<file path="src/rtl/ws2812_pkg.sv">
// Shared types, 12 MHz timing defaults and colour reordering for the
// WS2812 chain driver.
package ws2812_pkg;

    typedef enum logic [1:0] {
        IDLE,
        LOAD,
        SEND,
        LATCH
    } state_t;

    localparam int DEF_BIT_CYC   = 15;
    localparam int DEF_T0H_CYC   = 4;
    localparam int DEF_T1H_CYC   = 8;
    localparam int DEF_LATCH_CYC = 600;

    // LEDs expect green first on the wire
    function automatic logic [23:0] rgb_to_grb(input logic [23:0] rgb);
        return {rgb[15:8], rgb[23:16], rgb[7:0]};
    endfunction

endpackage

</file>
<file path="src/rtl/ws2812_bit_tx.sv">
// Single WS2812 bit shaper: high for T0H/T1H cycles, low for the rest
// of BIT_CYC. bit_last flags the second-to-last cycle of a bit.
module ws2812_bit_tx
    import ws2812_pkg::*;
#(
    parameter int BIT_CYC = DEF_BIT_CYC,
    parameter int T0H_CYC = DEF_T0H_CYC,
    parameter int T1H_CYC = DEF_T1H_CYC
) (
    input  logic clk,
    input  logic reset,
    input  logic start,
    input  logic bit_val,
    output logic data,
    output logic bit_last,
    output logic bit_end
);

    localparam int CW = (BIT_CYC > 1) ? $clog2(BIT_CYC) : 1;
    localparam logic [CW-1:0] LAST = CW'(BIT_CYC - 1);
    localparam logic [CW-1:0] PRE  = CW'(BIT_CYC - 2);
    localparam logic [CW-1:0] HI0  = CW'(T0H_CYC);
    localparam logic [CW-1:0] HI1  = CW'(T1H_CYC);

    logic          active;
    logic          level;
    logic [CW-1:0] cyc;
    logic [CW-1:0] nxt;

    assign nxt = cyc + CW'(1);

    always_ff @(posedge clk or posedge reset) begin
        if (reset) begin
            active <= 1'b0;
            level  <= 1'b0;
            cyc    <= '0;
            data   <= 1'b0;
        end else if (start) begin
            active <= 1'b1;
            level  <= bit_val;
            cyc    <= '0;
            data   <= 1'b1;
        end else if (active) begin
            if (cyc == LAST) begin
                active <= 1'b0;
                cyc    <= '0;
                data   <= 1'b0;
            end else begin
                cyc  <= nxt;
                data <= nxt < (level ? HI1 : HI0);
            end
        end
    end

    assign bit_last = active && (cyc == PRE);
    assign bit_end  = active && (cyc == LAST);

endmodule

</file>
<file path="src/rtl/ws2812_chain.sv">
// WS2812 chain driver: frame buffer, queued refresh and latch gap.
// WS2812_CHAIN_AUTO_REFRESH_EN makes frames repeat continuously.
module ws2812_chain
    import ws2812_pkg::*;
#(
    parameter int NUM_LEDS  = 8,
    parameter int LED_W     = 8,
    parameter int BIT_CYC   = DEF_BIT_CYC,
    parameter int T0H_CYC   = DEF_T0H_CYC,
    parameter int T1H_CYC   = DEF_T1H_CYC,
    parameter int LATCH_CYC = DEF_LATCH_CYC
) (
    input  logic             clk,
    input  logic             reset,
    input  logic [23:0]      rgb_data,
    input  logic [LED_W-1:0] led_num,
    input  logic             write,
    input  logic             refresh,
    output logic             data,
    output logic             busy,
    output logic             frame_done
);

    localparam int IW = (NUM_LEDS > 1) ? $clog2(NUM_LEDS) : 1;
    localparam int LW = $clog2(LATCH_CYC + 1);
    localparam logic [IW-1:0] LAST_IDX  = IW'(NUM_LEDS - 1);
    localparam logic [LW-1:0] LATCH_END = LW'(LATCH_CYC);

    logic [23:0] frame_buf [NUM_LEDS];

    state_t        state, state_d;
    logic [IW-1:0] idx, idx_d;
    logic [4:0]    bitn, bitn_d;
    logic [23:0]   shreg, shreg_d;
    logic [LW-1:0] lcnt, lcnt_d;
    logic          pending, pending_d;
    logic          done_d;
    logic          go;
    logic          start;
    logic          bit_val;
    logic          bit_last;
    logic          bit_end;
    logic [23:0]   grb;

`ifdef WS2812_CHAIN_AUTO_REFRESH_EN
    assign go = 1'b1;
`else
    assign go = refresh | pending;
`endif

    always_ff @(posedge clk or posedge reset) begin
        if (reset) begin
            for (int i = 0; i < NUM_LEDS; i++) frame_buf[i] <= '0;
        end else if (write && (32'(led_num) < NUM_LEDS)) begin
            frame_buf[led_num[IW-1:0]] <= rgb_data;
        end
    end

    assign grb  = rgb_to_grb(frame_buf[idx]);
    assign busy = (state != IDLE);

    always_ff @(posedge clk or posedge reset) begin
        if (reset) begin
            state      <= IDLE;
            idx        <= '0;
            bitn       <= '0;
            shreg      <= '0;
            lcnt       <= '0;
            pending    <= 1'b0;
            frame_done <= 1'b0;
        end else begin
            state      <= state_d;
            idx        <= idx_d;
            bitn       <= bitn_d;
            shreg      <= shreg_d;
            lcnt       <= lcnt_d;
            pending    <= pending_d;
            frame_done <= done_d;
        end
    end

    always_comb begin
        state_d   = state;
        idx_d     = idx;
        bitn_d    = bitn;
        shreg_d   = shreg;
        lcnt_d    = lcnt;
        pending_d = pending | (refresh && busy);
        done_d    = 1'b0;
        start     = 1'b0;
        bit_val   = 1'b0;
        unique case (state)
            IDLE: begin
                if (go) begin
                    state_d   = LOAD;
                    idx_d     = '0;
                    pending_d = 1'b0;
                end
            end
            // Overlaps the final cycle of the previous LED's last bit
            LOAD: begin
                start   = 1'b1;
                bit_val = grb[23];
                shreg_d = grb;
                bitn_d  = 5'd23;
                state_d = SEND;
            end
            SEND: begin
                if (bit_last && bitn == 5'd0) begin
                    if (idx != LAST_IDX) begin
                        idx_d   = idx + IW'(1);
                        state_d = LOAD;
                    end else begin
                        lcnt_d  = '0;
                        state_d = LATCH;
                    end
                end else if (bit_end && bitn != 5'd0) begin
                    start   = 1'b1;
                    bit_val = shreg[bitn - 5'd1];
                    bitn_d  = bitn - 5'd1;
                end
            end
            LATCH: begin
                if (lcnt == LATCH_END) begin
                    done_d = 1'b1;
                    if (go) begin
                        state_d   = LOAD;
                        idx_d     = '0;
                        pending_d = 1'b0;
                    end else begin
                        state_d = IDLE;
                    end
                end else begin
                    lcnt_d = lcnt + LW'(1);
                end
            end
            default: state_d = IDLE;
        endcase
    end

    ws2812_bit_tx #(
        .BIT_CYC (BIT_CYC),
        .T0H_CYC (T0H_CYC),
        .T1H_CYC (T1H_CYC)
    ) u_bit_tx (
        .clk      (clk),
        .reset    (reset),
        .start    (start),
        .bit_val  (bit_val),
        .data     (data),
        .bit_last (bit_last),
        .bit_end  (bit_end)
    );

endmodule
</file>
<file path="config.mk">
export PLATFORM = sky130hd
export DESIGN_NAME = ws2812_chain
export DESIGN_NICKNAME = d
export VERILOG_FILES = /design/src/rtl/ws2812_pkg.sv /design/src/rtl/ws2812_bit_tx.sv /design/src/rtl/ws2812_chain.sv
export SDC_FILE = /design/constraint.sdc
export NUM_CORES = 1
export LEC_CHECK = 0
export ABC_AREA = 1
export CAP_MARGIN = 15
export CORE_MARGIN = 5
export CORE_UTILIZATION = 40
export CTS_BUF_LIST = sky130_fd_sc_hd__clkbuf_4 sky130_fd_sc_hd__clkbuf_8
export DETAILED_ROUTE_END_ITERATION = 8
export PLACE_DENSITY = 0.58
export SYNTH_ARGS = -nofsm -noshare
export SYNTH_HDL_FRONTEND = slang
export SYNTH_SLANG_ARGS = --single-unit
</file>
<file path="constraint.sdc">
create_clock -name clk -period 15.8 [get_ports clk]
set_clock_uncertainty 0.15 [all_clocks]
set_input_delay 3.16 -clock clk [delete_from_list [all_inputs] [get_ports clk]]
set_output_delay 3.16 -clock clk [all_outputs]
set_load 0.01 [all_outputs]
</file>
# [After elaboration in Yosys (flattened, before gate mapping)]
# Cells that the tools add are included.
[word_totals] elab_cells=114 reg_bits=245 output_inout_bits=3
[classes] reduce_logical=19 add_sub_neg=4 n_bitwise=4 magnitude_cmp=6 mux=47 eq_ne=15
[op_table] cell="bitwise mux 192 bit" n=1
[op_table] cell="binary-select mux 24 bit (select 3 bit)" n=1
[op_table] cell="demux 24 bit (select 3 bit)" n=1
[op_table] cell="2-to-1 mux 24 bit" n=3
[op_table] cell="2-to-1 mux 10 bit" n=3
[op_table] cell="case mux 10 bit (2 select lines)" n=1
[op_table] cell="2-to-1 mux 1 bit" n=16
[op_table] cell="2-to-1 mux 4 bit" n=4
[op_table] cell="!= test 2 bit (second input constant)" n=8
[op_table] cell="2-to-1 mux 3 bit" n=4
[op_table] cell="adder 10 x 1 -> 10 bit (second input constant)" n=1
[op_table] cell="equality test 10 bit (second input constant)" n=1
[op_table] cell="2-to-1 mux 5 bit" n=2
[op_table] cell="case mux 5 bit (2 select lines)" n=1
[op_table] cell="case mux 3 bit (3 select lines)" n=1
[op_table] cell="equality test 4 bit (second input constant)" n=2
[op_table] cell="greater-or-equal comparator 4 bit (second input constant)" n=2
[op_table] cell="less-than comparator 8 x 4 -> 1 bit (second input constant)" n=1
[op_table] cell="2-to-1 mux 2 bit" n=4
[op_table] cell="NOT 3 -> 4 bit" n=2
[op_table] cell="case mux 2 bit (4 select lines)" n=1
[op_table] cell="AND reduction 4 bit" n=2
[op_table] cell="nonzero test 2 bit" n=4
[op_table] cell="logical AND 1 bit" n=7
[op_table] cell="other kinds (17)" n=22

# [Logic depth before layout (Yosys ltp)]
# Gate-level depths: netlist of run 1.
[logic_depth] ltp_word=7 ltp_mapped=12 mapped_depth_nobuf=10

# [Cells and area by module]
# From an unflattened synthesis of run 1, not the netlist that was laid out.
[unflattened] hier_cells=1350 hier_area_um2=11339.6
[modules_own_cells] mod="ws2812_chain" instances=1 cells_each=1293 seq_area_each_um2=5955.7 area_per_inst_um2=10918.0
[modules_own_cells] mod="ws2812_bit_tx" instances=1 cells_each=57 seq_area_each_um2=175.2 area_per_inst_um2=421.7

# [Worst setup path after synthesis of run 1]
# Ideal clock, no wire load.
[synth_path] path_kind="input -> register" startpoint="in led_num[6]" endpoint="reg frame_buf[48] (netlist bit)" stages=8 slack_ps=11304 arrival_time_ps=4221 cell_sequence="nor4_2 nand3b_2 nor2_4 nand3_2 buf_6 buf_6 nand2_1 o21ai_1"
[synth_via] elab_chain_len=2
[synth_rtl] element="start: declaration" line_no="ws2812_chain.sv:16" rtl="input logic [LED_W-1:0] led_num,"
[synth_rtl] element="less-than comparator 8 x 4 -> 1 bit" line_no="ws2812_chain.sv:54" rtl="end else if (write && (32'(led_num) < NUM_LEDS)) begin"
[synth_rtl] element="logical AND 1 bit" line_no="ws2812_chain.sv:54"
[synth_rtl] element="end signal: indexed assignment" line_no="ws2812_chain.sv:55" rtl="frame_buf[led_num[IW-1:0]] <= rgb_data;"
[synth_rtl] element="end: declaration" line_no="ws2812_chain.sv:29" rtl="logic [23:0] frame_buf [NUM_LEDS];"
# No other way between the ends.
# A chain may end at the register's enable or synchronous reset.

==> results.toml, run 1 <==
[floorplanning]
die_x_um = 179.2
start_util_pct = 40.22
rows = 62
dieArea_um2 = 32110
dieHeight_um = 179.2
core_area_um2 = 28470
ioPinCount = 39

[cts]
hold_buffers = 0
cts_root_buf = "clkbuf_8"
cts_buffers = 43
clk_latency_ns = 0.54
cts_htree_levels = 2
post_cts_resized = 0
clk_pin_slew_worst_paths_ns = 0.06
postCtsSetupBuffers = 0
clock-sinks = 245
clock_path_buffers = 3
cts_tree = "done"

[setup_path]
crit_path_start_kind = "primary input"
path_cells = "clkdlybuf4s50_1 -> inv_8 -> buf_4 -> buf_4"
cp_max_fo = 120
cp_data_required_time_ns = 16.25
cp_slowest_stage_delay_ns = 0.88
crit_type = "primary input to async pin"
startpoint = "reset"
path_common_cell = "buf_4"
regToRegStartpoint = "idx[1]"
crit_family = "buffers and inverters"
path_buf_inv = 4
crit_arrival_ns = 5.90
worstSetupEndpointType = "async pin"
slowest_stage = "buf_4"

[yosys]
synth_edf_count = 0
avgSynthCellArea_um2 = 8.911
synthArstFlopShare_pct = 100.0
synthesis.nets = 1331
synthTopCellsByCount = "nand2_1, dfrtp_1, o21ai_0"
ys_seq_area_share_pct = 53.54
synth-seq-cells = 245
synth_area_leaders = "dfrtp_1, nand2_1, o21ai_0"
postSynthCellCount = 1285
netlist_area_um2 = 11450
yosysTopAreaCell = "dfrtp_1"
synth.most_common_cell = "nand2_1"
synth_flop_cell = "dfrtp_1"
ys_types = 39
yosys.area.top_type_share_pct = 53.54
ys.warnings.count = 0

[layout]
n_antenna_cell = 0
syn2layout_area_growth_pct = 11.55
layout-drive-gt1-share_pct = 8.939
fill_cells = 2852
final_util_pct = 44.87
final_nets = 1341

[pwr]
swShare_pct = 31.80
power.leakage_nw = 5.835
peakVddDrop_mv = 0.07390
p_sw_uw = 527.4
power.internal_mw = 1.131
power_frac_seq_pct = 44.0
clockPowerShare_pct = 35.3
pwr-share-comb_pct = 20.7
power_density_nw_per_um2 = 129.8

[grt]
overflow = 0
grt_start_max_net_pins = 121
antenna_found_initial = 0
grt_pass1_vias = 8400
grt_pass1_wl_um = 44960
grt_usage_pct = 17.33

[timing]
setup_violations = 0
finalHoldViolations = 0
tns_ns = 0
fmax_ghz = 0.1834
rsz0062_at_grt = "no"
drv_slew = 0
min_period_ns = 5.452
whs_ns = 0.3265
worst_pin_slew_ns = 1.112
relSlewSlack_pct = 25.59
fin_crit_sh_pct = 34.51

[detailed_routing]
drtAntennaViolNets = 0
via_per_inst = 5.136
drt_iter0_drc = 618
vias = 8752
firstDrtPassIters = 5
wl_per_cell_um = 15.98
drc = 0
wirelength_um = 27240

[run_status]
status = "completed"

[place]
dp_hpwl_um = 15110
numPortBuffers = 38
place.gp.congestion = 0.7905

[hold_path]
min_path_type = "flop to flop"
hp-start = "frame_buf[29]"

[flow_run]
max-cap-violations = 0
==> layout by cell type (no fill, tap or decap), types with 13 or more instances in the layout <==
cell type,netlist,layout
clkbuf_4,0,13
clkbuf_8,0,54
clkdlybuf4s50_1,0,38
dfrtp_1,245,243
inv_1,73,71
mux2i_1,31,31
nand2_1,311,311
nand3_1,47,47
nor2_1,95,95
o211ai_1,17,17
o21ai_0,168,168
o21ai_1,90,90
o21ai_2,17,17
o221ai_1,31,31
==> kinds of logic after synthesis <==
group                    count (synthesis)  synth area share (%)
XOR/XNOR                                 9                0.6883
buffers and inverters                  157                 7.004
flip-flops                             245                 53.54
AO/OA/AOI/OAI                          350                 17.76
multiplexers                            31                 2.710
AND/OR/NAND/NOR                        483                 17.21
adder cells (fa/ha/maj)                 10                 1.093
==> per-layer routing <==
metal	track usage (%)	vias to the layer above	part of all wire, %
met5	0	-	0
met4	4.507	0	1.7
met3	2.720	47	4.4
met2	25.87	168	43
met1	26.33	4200	50
li1	-	4337	-
==> layout make-up <==
type | count | area (um2) | share of cell area (%)
clock buffers | 67 | 840.8 | 6.582
clock inverters | 3 | 17.52 | 0.1371
inverters | 74 | 285.3 | 2.233
multi-input cells | 883 | 4518 | 35.37
flip-flops and latches | 245 | 6136 | 48.04
well taps | 384 | 480.5 | 3.761
repair buffers | 48 | 495.5 | 3.879
==> metrics by stage <==
step	setup slack, ns	cell area [um2]	std cells	total power [mW]
2_1_floorplan	5.760	11450	1285	0.9847
3_3_place_gp	9.617	11860	1632	1.080
3_5_place_dp	9.620	11860	1632	1.085
4_1_cts	10.19	12720	1702	1.678
5_1_grt	9.873	12770	1704	1.757
6_report	10.35	12770	1704	1.658
==> power groups by stage <==
stage	Combinational, mW	Sequential, mW	Clock (mW)
6_report	0.344	0.729	0.586
5_1_grt	0.392	0.736	0.629
4_1_cts	0.347	0.728	0.603
3_5_place_dp	0.347	0.738	0
3_3_place_gp	0.341	0.738	0
2_1_floorplan	0.265	0.720	0
==> final timing paths <==
check / end / slack (ns) / depth (start not counted)
max: frame_buf[191] / 10.35 / 4
min: frame_buf[29] / 0.33 / 2
max reg2reg: lcnt[2] / 12.91 / 11
min reg2reg: frame_buf[29] / 0.33 / 2
max in group clk: busy / 10.56 / 4
min in group asynchronous: lcnt[9] / 3.03 / 2
==> flip-flops by register name, indices dropped and copies added, names as in the netlist <==
signal           flops
frame_done           1
u_bit_tx.level       1
u_bit_tx.data        1
u_bit_tx.active      1
u_bit_tx.cyc         4
idx                  3
lcnt                10
bitn                 5
frame_buf          192
shreg               24
pending              1
state                2
==> worst register-to-register path, delay by kind of cell (launching register included) <==
family	cells	cell delay (ns)
AO/OA/AOI/OAI	2	0.35
buffers and inverters	2	0.88
adder cells (fa/ha/maj)	2	0.45
AND/OR/NAND/NOR	5	0.65
flip-flops	1	0.33
Power figures use the tool's default switching activity.
==> run 2, diff against run 1 <==
--- a/config.mk
+++ b/config.mk
@@ -11,7 +11,7 @@
 export CORE_UTILIZATION = 40
 export CTS_BUF_LIST = sky130_fd_sc_hd__clkbuf_4 sky130_fd_sc_hd__clkbuf_8
 export DETAILED_ROUTE_END_ITERATION = 8
-export PLACE_DENSITY = 0.58
+export PLACE_DENSITY = 0.6
 export SYNTH_ARGS = -nofsm -noshare
 export SYNTH_HDL_FRONTEND = slang
 export SYNTH_SLANG_ARGS = --single-unit
==> constraint.sdc (replaced) <==
create_clock -name clk -period 5 [get_ports clk]
set_clock_uncertainty 0.15 [all_clocks]
set_input_delay 1 -clock clk [delete_from_list [all_inputs] [get_ports clk]]
set_output_delay 1 -clock clk [all_outputs]
set_load 0.01 [all_outputs]
==> run 2 against run 1 <==
  * Critical path depth stayed put
  * Sequential cell count did not move
  * Power increased to 3.1 times the previous value
  * Routed wire length barely moved
  * Final area barely moved
  * Sequential power grew to 3.2 times the previous value
  * Highest routed layer unchanged
  * Critical path type is now flop to primary output
  * Hold slack about the same
  * Clock power rose to 3.1 times the previous value
==> results.toml, run 2 (same netlist as run 1, synthesis figures left out) <==
[floorplanning]
rows = 62
dieArea_um2 = 32110
core_area_um2 = 28470
die_x_um = 179.2
ioPinCount = 39
start_util_pct = 40.22
dieHeight_um = 179.2

[timing]
min_period_ns = 3.079
setup_violations = 0
relSlewSlack_pct = 27.00
fin_crit_sh_pct = 61.57
worst_slack_ns = 1.921
rsz0062_at_grt = "no"
tns_ns = 0
finalHoldViolations = 0
fmax_ghz = 0.3248
drv_slew = 0
worst_pin_slew_ns = 1.091

[layout]
fin_cells = 1703
largest_register_ffs = 192
syn2layout_area_growth_pct = 11.51
final_nets = 1344
reg_top3 = "frame_buf x192, shreg x24, lcnt x10"
n_antenna_cell = 0
design_area_um2 = 12770
layout_commonest_cell = "nand2_1"
regMostFlops = "frame_buf"
final_cell_mix = "nand2_1, dfrtp_1, o21ai_0"
layout-drive-gt1-share_pct = 8.870
fill_cells = 2820

[place]
placedInstanceArea_um2 = 11940
numPortBuffers = 38
place.gp.congestion = 0.7943
dp_hpwl_um = 15650
place_ws_ns = 1.557
placed_cells = 1637

[pwr]
power.leakage_nw = 5.826
power_frac_seq_pct = 44.8
power.internal_mw = 3.526
p_sw_mw = 1.686
clockPowerShare_pct = 34.5
power.total_mw = 5.211
swShare_pct = 32.35
peakVddDrop_mv = 0.1775
pwr-share-comb_pct = 20.7
power_density_nw_per_um2 = 408.1

[detailed_routing]
firstDrtPassIters = 5
wl_per_cell_um = 15.99
via_per_inst = 5.215
drtAntennaViolNets = 0
vias = 8881
wirelength_um = 27240
drc = 0
drt_iter0_drc = 537

[grt]
antenna_found_initial = 0
grt_pass1_vias = 8719
grt_usage_pct = 17.63
grt_start_max_net_pins = 58
grt_pass1_wl_um = 46070
overflow = 0

[setup_path]
path_cells = "inv_1 -> ha_1 -> inv_1 -> clkdlybuf4s50_1"
crit_arrival_ns = 1.93
path_buf_inv = 3
slowest_stage = "clkdlybuf4s50_1"
path_common_cell = "inv_1"
worstSetupEndpointType = "primary output"
cp_max_fo = 5
crit_family = "buffers and inverters"
crit_path_start_kind = "flop"
cp_slowest_stage_delay_ns = 0.54
crit_type = "flop to primary output"
cp_data_required_time_ns = 3.85

[cts]
clk_latency_ns = 0.56
post_cts_resized = 0
hold_buffers = 0
clock_path_buffers = 3
cts_root_buf = "clkbuf_8"
postCtsSetupBuffers = 0
cts_buffers = 42
cts_tree = "done"
clock-sinks = 245
cts_htree_levels = 2
clk_pin_slew_worst_paths_ns = 0.06

[flow_run]
max-cap-violations = 0

[run_status]
status = "completed"

[hold_path]
min_path_type = "flop to flop"
==> run 2: area by class of cell <==
cell class | count | area, um2 | share of cell area (%)
Timing Repair Buffer | 52 | 548.0 | 4.292
Clock buffer | 60 | 744.5 | 5.830
Sequential cell | 245 | 6136 | 48.05
Tap cell | 384 | 480.5 | 3.763
Inverter | 74 | 281.5 | 2.205
Multi-Input combinational cell | 883 | 4518 | 35.38
Clock inverter | 5 | 60.06 | 0.4704
==> run 2: per-layer routing <==
metal / vias to the layer above / global-route usage [%] / wire (um)
met1: 4305 / 26.11 / 13500
met3: 44 / 2.741 / 1122
li1: 4348 / - / -
met2: 184 / 27.10 / 12150
met5: - / 0 / 0
met4: 0 / 4.633 / 465
==> run 2: worst paths after layout <==
check,startpoint,to,slack (ns),cells after the start
max,state[0],busy,1.92,4
min,frame_buf[140],frame_buf[140],0.33,2
max reg2reg,state[1],bitn[1],2.13,7
min reg2reg,frame_buf[140],frame_buf[140],0.33,2
max in group asynchronous,reset,frame_buf[120],3.31,4
min in group asynchronous,reset,lcnt[9],0.58,2
==> run 2: worst min-delay path, delay by kind of cell (launching register included) <==
kind	cells	cell delay, ns
simple gates	1	0.06
compound gates	1	0.05
flops	1	0.34
==> run 2: power by group through the flow <==
stage               Sequential [mW]  Clock [mW]  Combinational (mW)
finish                         2.34        1.80                1.08
floorplan                      2.28           0               0.837
global route                   2.36        1.95                1.23
global placement               2.36           0                1.06
CTS                            2.33        1.85                1.09
detailed placement             2.37           0                1.08
==> run 2: per-stage QoR <==
step | utilization (%) | hold slack, ns
2_1_floorplan | - | 0.2978
3_3_place_gp | 41.95 | 0.3093
3_5_place_dp | 41.95 | 0.3127
4_1_cts | 44.78 | 0.3277
5_1_grt | 44.85 | 0.3487
6_report | 44.85 | 0.3269
==> run 3, diff against run 2 <==
==> constraint.sdc (replaced) <==
create_clock -name clk -period 2.7 [get_ports clk]
set_clock_uncertainty 0.15 [all_clocks]
set_input_delay 0.54 -clock clk [delete_from_list [all_inputs] [get_ports clk]]
set_output_delay 0.54 -clock clk [all_outputs]
set_load 0.01 [all_outputs]
==> run 3 against run 2 <==
  * Power grew 90%
  * First-iteration DRC count grew 22%
  * Die area is the same
  * Non-clock buffer count grew 16
  * Register-to-register slack lost 1.7 ns
  * Combinational power grew 100%
  * Via count grew 0.69%
  * Sequential power grew 80%
==> results.toml, run 3 (same netlist as run 1, synthesis figures left out) <==
[grt]
grt_start_max_net_pins = 98
antenna_found_initial = 0
grt_pass1_wl_um = 45710
overflow = 0
grt_pass1_vias = 8691
grt_usage_pct = 17.56

[detailed_routing]
vias = 8942
wl_per_cell_um = 16.04
drc = 0
firstDrtPassIters = 7
drt_iter0_drc = 655
drtAntennaViolNets = 0
via_per_inst = 5.169
wirelength_um = 27750

[floorplanning]
core_area_um2 = 28470
start_util_pct = 40.22
ioPinCount = 39
dieArea_um2 = 32110
dieHeight_um = 179.2
rows = 62
die_x_um = 179.2

[layout]
seqCellArea_um2 = 6136
largest_register_ffs = 192
fill_cells = 2817
layout-drive-gt1-share_pct = 10.70
layout_commonest_cell = "nand2_1"
multiInputGateArea_um2 = 4518
final_cell_mix = "nand2_1, dfrtp_1, o21ai_0"
syn2layout_area_growth_pct = 14.17
n_antenna_cell = 0
fin_cells = 1730
final_nets = 1361
reg_top3 = "frame_buf x192, shreg x24, lcnt x10"
regMostFlops = "frame_buf"

[timing]
worst_pin_slew_ns = 0.6533
setup_violations = 0
finalHoldViolations = 0
min_period_ns = 2.601
fin_crit_sh_pct = 96.34
drv_slew = 0
relSlewSlack_pct = 55.99
fmax_ghz = 0.3844
rsz0062_at_grt = "no"

[cts]
cts_htree_levels = 2
clk_latency_ns = 0.55
postCtsSetupBuffers = 0
clk_pin_slew_worst_paths_ns = 0.06
clock-sinks = 245
clock_path_buffers = 3
hold_buffers = 0
cts_root_buf = "clkbuf_8"
cts_tree = "done"
cts_buffers = 43
post_cts_resized = 0

[hold_path]
min_path_type = "primary input to async pin"

[setup_path]
cp_max_fo = 5
r2r_cells = 9
crit_path_start_kind = "flop"
cp_data_required_time_ns = 2.01
crit_arrival_ns = 1.91
worstSetupEndpointType = "primary output"
crit_type = "flop to primary output"

[pwr]
power_density_nw_per_um2 = 757.3
peakVddDrop_mv = 0.3549
power.leakage_nw = 5.993
power.total_mw = 9.901

[place]
placed_cells = 1654
place.gp.congestion = 0.7764
dp_hpwl_um = 16180
numPortBuffers = 38

[flow_run]
max-cap-violations = 0

[run_status]
status = "completed"
-- run 3: path summary, 6_finish.rpt --
kind	startpoint	end	slack [ns]
hold reg to reg	frame_buf[139]	frame_buf[139]	0.33
setup / recovery	state[0]	busy	0.1
min in group clk	frame_buf[139]	frame_buf[139]	0.33
max in group asynchronous	reset	frame_buf[175]	1.45
setup reg to reg	state[0]	u_bit_tx.cyc[1]	0.39
hold / removal	reset	frame_buf[84]	0.16
-- run 3: metrics by stage --
stage          setup TNS [ns]  hold slack [ns]  cell area, um2  worst slack [ns]  utilization [%]
3_5_place_dp                0           0.3132           12180            0.2841            42.80
5_1_grt                     0           0.1662           13070         0.0005778            45.92
4_1_cts                     0           0.1372           13070           0.05645            45.92
3_3_place_gp                0           0.3097           12180            0.3546            42.80
2_1_floorplan         -295.90           0.2978           11450            -1.208                -
6_report                    0           0.1633           13070           0.09880            45.92
-- run 3: where the power goes --
group          leakage, nW  switching (mW)  internal [mW]
Sequential            3.34           0.204           4.00
Clock                0.478            1.52           1.98
Combinational         2.18            1.45          0.739
Total                 5.99            3.17           6.73
-- run 3: area by class of cell --
cell class,count,area share (%)
Clock buffer,70,6.460
Multi-Input combinational cell,883,34.56
Tap cell,384,3.675
Timing Repair Buffer,68,5.876
Clock inverter,6,0.3445
Sequential cell,245,46.93
Inverter,74,2.153
-- run 3: worst max-delay path, cell delays in order, from the launching register on --
cell             delay, ns
dfrtp_1               0.41
inv_1                 0.11
ha_1                  0.24
inv_1                 0.08
clkdlybuf4s50_1       0.53
-- run 3: routing by layer --
layer	global-route usage (%)	part of all wire (%)	wire length, um
met5	0	0	0
met4	3.872	1.3	371
met3	3.248	4.3	1183
met2	27.79	45	12610
met1	25.29	49	13580
